`src/rtl/seq_gen_pkg.sv`:
```
// Shared types and default sizing for the serial pattern generator.
package seq_gen_pkg;

  typedef enum logic [1:0] {
    IDLE  = 2'd0,
    SHIFT = 2'd1,
    GAP   = 2'd2,
    DONE  = 2'd3
  } state_t;

  localparam int DEF_MAX_LEN = 16;
  localparam int DEF_RPT_W   = 4;
  localparam int DEF_GAP_W   = 4;

endpackage

```
`src/rtl/pattern_mux_shifter.sv`:
```
// Holds the latched pattern and bit index; sel_bit is the bit that will be on
// the wire next cycle, so the top can register x without extra latency.
module pattern_mux_shifter
  import seq_gen_pkg::*;
#(
  parameter int MAX_LEN = DEF_MAX_LEN,
  parameter int LEN_W   = $clog2(MAX_LEN)
) (
  input  logic               clk,
  input  logic               rst_n,
  input  logic               load,
  input  logic               advance,
  input  logic               reload,
  input  logic [MAX_LEN-1:0] pattern,
  input  logic [LEN_W-1:0]   len_m1,
  output logic               sel_bit,
  output logic               last_bit
);

  logic [MAX_LEN-1:0] pattern_q;
  logic [MAX_LEN-1:0] pattern_nxt;
  logic [LEN_W-1:0]   len_q;
  logic [LEN_W-1:0]   len_nxt;
  logic [LEN_W-1:0]   bit_cnt;
  logic [LEN_W-1:0]   cnt_nxt;

  always_comb begin
    pattern_nxt = pattern_q;
    len_nxt     = len_q;
    cnt_nxt     = bit_cnt;
    if (load) begin
      pattern_nxt = pattern;
      len_nxt     = len_m1;
      cnt_nxt     = len_m1;
    end else if (reload) begin
      cnt_nxt = len_q;
    end else if (advance && (bit_cnt != '0)) begin
      cnt_nxt = bit_cnt - 1'b1;
    end
  end

  assign sel_bit  = pattern_nxt[cnt_nxt];
  assign last_bit = (bit_cnt == '0);

  always_ff @(posedge clk or negedge rst_n) begin
    if (!rst_n) begin
      pattern_q <= '0;
      len_q     <= '0;
      bit_cnt   <= '0;
    end else begin
      pattern_q <= pattern_nxt;
      len_q     <= len_nxt;
      bit_cnt   <= cnt_nxt;
    end
  end

endmodule

```
`src/rtl/seq_pattern_gen.sv`:
```
// Serial MSB-first pattern transmitter with repeat count and idle gaps,
// started by a valid/ready handshake. All outputs are registered.
module seq_pattern_gen
  import seq_gen_pkg::*;
#(
  parameter int MAX_LEN = DEF_MAX_LEN,
  parameter int LEN_W   = $clog2(MAX_LEN),
  parameter int RPT_W   = DEF_RPT_W,
  parameter int GAP_W   = DEF_GAP_W
) (
  input  logic               clk,
  input  logic               rst_n,
  input  logic               start_valid,
  output logic               start_ready,
  input  logic [MAX_LEN-1:0] pattern,
  input  logic [LEN_W-1:0]   len_m1,
  input  logic [RPT_W-1:0]   repeat_m1,
  input  logic [GAP_W-1:0]   gap,
  input  logic               abort,
  output logic               x,
  output logic               x_valid,
  output logic               busy,
  output logic               done
);

  state_t           state;
  logic [RPT_W-1:0] rpt_cnt;
  logic [GAP_W-1:0] gap_q;
  logic [GAP_W-1:0] gap_cnt;
  logic             accept;
  logic             advance;
  logic             reload;
  logic             sel_bit;
  logic             last_bit;

  // start_ready is a registered decode of IDLE/DONE, so it is safe to gate on
  assign accept  = start_valid && start_ready && !abort;
  assign advance = (state == SHIFT) && !abort && !last_bit;
  assign reload  = (state == SHIFT) && !abort && last_bit && (rpt_cnt != '0);

  pattern_mux_shifter #(
    .MAX_LEN (MAX_LEN),
    .LEN_W   (LEN_W)
  ) u_shifter (
    .clk      (clk),
    .rst_n    (rst_n),
    .load     (accept),
    .advance  (advance),
    .reload   (reload),
    .pattern  (pattern),
    .len_m1   (len_m1),
    .sel_bit  (sel_bit),
    .last_bit (last_bit)
  );

  always_ff @(posedge clk or negedge rst_n) begin
    if (!rst_n) begin
      state       <= IDLE;
      rpt_cnt     <= '0;
      gap_q       <= '0;
      gap_cnt     <= '0;
      x           <= 1'b0;
      x_valid     <= 1'b0;
      busy        <= 1'b0;
      done        <= 1'b0;
      start_ready <= 1'b1;
    end else begin
      done <= 1'b0;
      if (abort) begin
        state       <= IDLE;
        x           <= 1'b0;
        x_valid     <= 1'b0;
        busy        <= 1'b0;
        start_ready <= 1'b1;
      end else begin
        case (state)
          IDLE, DONE: begin
            if (accept) begin
              state       <= SHIFT;
              rpt_cnt     <= repeat_m1;
              gap_q       <= gap;
              x           <= sel_bit;
              x_valid     <= 1'b1;
              busy        <= 1'b1;
              start_ready <= 1'b0;
            end else begin
              state       <= IDLE;
              x           <= 1'b0;
              x_valid     <= 1'b0;
              busy        <= 1'b0;
              start_ready <= 1'b1;
            end
          end
          SHIFT: begin
            if (!last_bit) begin
              x <= sel_bit;
            end else if (rpt_cnt != '0) begin
              rpt_cnt <= rpt_cnt - 1'b1;
              if (gap_q == '0) begin
                x <= sel_bit;
              end else begin
                gap_cnt <= gap_q - 1'b1;
                state   <= GAP;
                x       <= 1'b0;
                x_valid <= 1'b0;
              end
            end else begin
              state       <= DONE;
              x           <= 1'b0;
              x_valid     <= 1'b0;
              busy        <= 1'b0;
              done        <= 1'b1;
              start_ready <= 1'b1;
            end
          end
          GAP: begin
            if (gap_cnt != '0) begin
              gap_cnt <= gap_cnt - 1'b1;
            end else begin
              state   <= SHIFT;
              x       <= sel_bit;
              x_valid <= 1'b1;
            end
          end
          default: begin
            state <= IDLE;
          end
        endcase
      end
    end
  end

endmodule

```
`config.mk`:
```
export PLATFORM = sky130hd
export DESIGN_NAME = seq_pattern_gen
export DESIGN_NICKNAME = d
export VERILOG_FILES = /design/src/rtl/seq_gen_pkg.sv /design/src/rtl/pattern_mux_shifter.sv /design/src/rtl/seq_pattern_gen.sv
export SDC_FILE = /design/constraint.sdc
export NUM_CORES = 1
export LEC_CHECK = 0
export CORE_MARGIN = 10
export CORE_UTILIZATION = 49
export DETAILED_ROUTE_END_ITERATION = 10
export GPL_TIMING_DRIVEN = 0
export PLACE_DENSITY = 0.74
export RECOVER_POWER = 50
export SYNTH_ARGS = -nofsm -noshare
export SYNTH_HDL_FRONTEND = slang
export SYNTH_SLANG_ARGS = --single-unit
export TNS_END_PERCENT = 20
```
`constraint.sdc`:
```
create_clock -name clk -period 2.5 [get_ports clk]
set_input_delay 0.375 -clock clk [delete_from_list [all_inputs] [get_ports clk]]
set_output_delay 0.375 -clock clk [all_outputs]
set_load 0.005 [all_outputs]
```
==> flow_summary.toml <==
[run_status]
status = "finished, violations left"
violations = "setup timing"

[grt]
grt_pass1_wl_um = 9490
grtUsageTotal = 0.136
antenna_found_initial = 0
grt_pass1_vias = 2072
grt-ovfl-total = 0
grt_max_degree = 27

[clock_network]
cts_tree = "built"
clk_latency_ns = 0.30
clockRootBuffer = "clkbuf_8"
cts_num_sinks = 43
h-tree-depth = 2
cts_hold_buf = 0
clk_path_buf_depth = 2
numCtsBuffers = 5
path_clk_slew_ns = 0.09

[power]
switchingPower_mw = 1.38
power_mw = 3.40
intPower_mw = 2.01
seqPwrFrac = 0.346
peakVddDrop_v = 0.000552
clock_power_share = 0.131
combPwrFrac = 0.522
p_leak_nw = 1.41
switching_share = 0.407
powerDensity_mw_per_mm2 = 1060

[synth]
ys_seq_area_frac = 0.445
synth_area_mm2 = 0.00242
ys_types = 56
synth_top_family_by_area = "simple AND/OR/NAND/NOR gates"
synth_ff_type = "dfrtp_1"
synth_edf_count = 0
ys_seq_elements = 43
synth_top_area_share = 0.434
synth_nets = 305
muxShareOfSynthArea = 0.0533
synth_cells = 268
synth_xor_area_frac = 0.00724
synth.avg_cell_area_um2 = 9.03
ys_async_sr_fraction = 1.00
synth_compound_area_frac = 0.185
yosys.area_share.simple = 0.230
yosys.area.top_type = "dfrtp_1"
yosysWarnings = 0
synth.area.top_cells = "dfrtp_1 43%, nand2_1 11%, mux2_2 3.3%"
synthAdderAreaFrac = 0.0259

[die]
die_h_um = 90.3
core-area_mm2 = 0.00475
start_util = 0.509
dieArea_mm2 = 0.00815
fp.dieW_um = 90.3
ios = 37
rows = 25

[route]
drt_iter0_markers = 125
wl_met1_um = 2760
viasPerCell = 5.53
wl_met2_um = 3160
vias = 2158
final_antenna_net_count = 0
wl_per_cell_um = 15.9
drc_errors = 0
route.met3.wl_um = 186
dr.pass1.iters = 4
top_layer_used = "met4"
finalWirelength_um = 6210

[critical_path]
cp.required_ns = 2.71
end_kind = "register"
critPathKind = "register to register"
worstPathArrival_ns = 2.82
crit_path_start_kind = "register"
worstPathMaxFanout = 8
reg2reg_slack_ns = -0.11

[final_layout]
antenna_cells = 0
final_cell_mix = "68 x nand2_1, 42 x dfrtp_1, 34 x clkdlybuf4s50_1, 15 x nor2_1, 10 x a21oi_1"
final_common_cell = "nand2_1"
drive_above_1_share = 0.211
layoutNonFillerInstCount = 390
nFillCells = 383
syn_to_final_growth_pct = 32.7
nNetsFinal = 359

[placement]
dp_slack_ns = -0.450
dp_hpwl_um = 4330
io_buffers = 36
place.gp.congestion = 0.828
place_inst = 372

[timing]
relSlewSlack = 0.0990
setup_ws_ns = -0.112
final_max_slew_viol_count = 0
timing.final.crit_period_ns = 2.61
finalCritPeriodShare = 1.04
setup_viol = 1
hold_viol = 0
skew_ns = 0.0102
tightest_slew_ns = 1.35
fmax_mhz = 383
rsz0062_at_grt = "yes"

[run]
drv_cap = 0

[min_path]
min_path_type = "primary input to asynchronous set/reset pin"
==> cell type report <==
| class | count | area [um^2] | area share |
|---|---|---|---|
| Inverter | 13 | 53.8 | 0.0168 |
| Timing Repair Buffer | 47 | 433 | 0.135 |
| Sequential cell | 43 | 1080 | 0.335 |
| Tap cell | 67 | 83.8 | 0.0261 |
| Clock inverter | 2 | 12.5 | 0.00390 |
| Buffer | 15 | 95.1 | 0.0296 |
| Multi-Input combinational cell | 197 | 1380 | 0.431 |
| Clock buffer | 6 | 72.6 | 0.0226 |
==> layer usage <==
layer,up-vias,global-route usage
met5,-,0
met4,0,0.0464
met3,11,0.0274
met2,39,0.234
met1,1061,0.165
li1,1047,-
==> stage by stage <==
stage               setup TNS [ns]  area (um^2)   util  hold slack (ns)
global placement             -4.17         2860  0.602            0.455
finish                      -0.112         3210  0.676            0.195
detailed placement           -2.35         2880  0.606            0.340
global route                -0.158         3210  0.676            0.270
floorplan                        0         2420      -           0.0794
CTS                         -0.111         3000  0.631           0.0188
==> flip-flops by register name, indices dropped and copies added (netlist names) <==
name,cells
u_shifter.bit_cnt,4
start_ready,1
x,1
busy,1
state,2
gap_cnt,4
done,1
u_shifter.len_q,4
x_valid,1
rpt_cnt,4
u_shifter.pattern_q,16
gap_q,4
==> power by group through the flow <==
stage | Combinational [mW] | Sequential, mW | Clock [mW]
after CTS | 1.42 | 1.16 | 0.448
after floorplan | 1.03 | 1.11 | 0
after detailed placement | 1.38 | 1.16 | 0
after global placement | 1.34 | 1.15 | 0
after global routing | 1.93 | 1.22 | 0.479
final | 1.77 | 1.18 | 0.447
==> cell families (layout without fill, tap and decap cells) <==
kind of cell,after synthesis,in the layout
xor+xnor,2,2
buf+inv,28,83
flops,43,43
simple gates,118,118
fa+ha+maj,5,5
mux,12,12
compound gates,60,60
==> worst max-delay path, cell delays in order (launching register included) <==
cell	delay (ns)
dfrtp_1	0.41
inv_2	0.10
ha_4	0.16
or3b_4	0.37
buf_6	0.15
a22o_1	0.24
a2111oi_4	0.37
a21oi_4	0.11
clkinv_4	0.09
o2111a_1	0.22
a2111oi_4	0.06
a211oi_2	0.23
==> repair_timing <==
action / 4_1_cts / 5_1_grt
cloned: 0 / 1
pin swaps: 0 / 12
setup buffers: 0 / 9
gates resized for setup: 9 / 34
endpoints found under the setup margin: 5 / 7
==> final timing paths <==
| kind | start | endpoint | depth (start not counted) |
|---|---|---|---|
| max | u_shifter.bit_cnt[0] | x | 11 |
| min | rst_n | u_shifter.len_q[2] | 1 |
| max reg2reg | u_shifter.bit_cnt[0] | x | 11 |
| min reg2reg | x_valid | x_valid | 2 |
| max in group asynchronous | rst_n | state[0] | 2 |
| min in group clk | abort | start_ready | 3 |
==> cell usage after synthesis, drive strengths merged (2+ instances only) <==
cell type,instances
nand2,69
dfrtp,42
nor2,15
a21oi,13
inv,12
clkbuf,9
mux2,7
o21ai,7
buf,6
o22a,6
o22ai,6
ha,5
mux2i,5
o31ai,5
nand3,4
nor3,4
or3b,4
and3,3
and3b,3
nand2b,3
nor3b,3
nor4,3
o221ai,3
a2111oi,2
a211o,2
a211oi,2
a31o,2
a31oi,2
nand3b,2
nor2b,2
o2111a,2
xor2,2
Note: power is estimated with default switching activity, not from simulation.
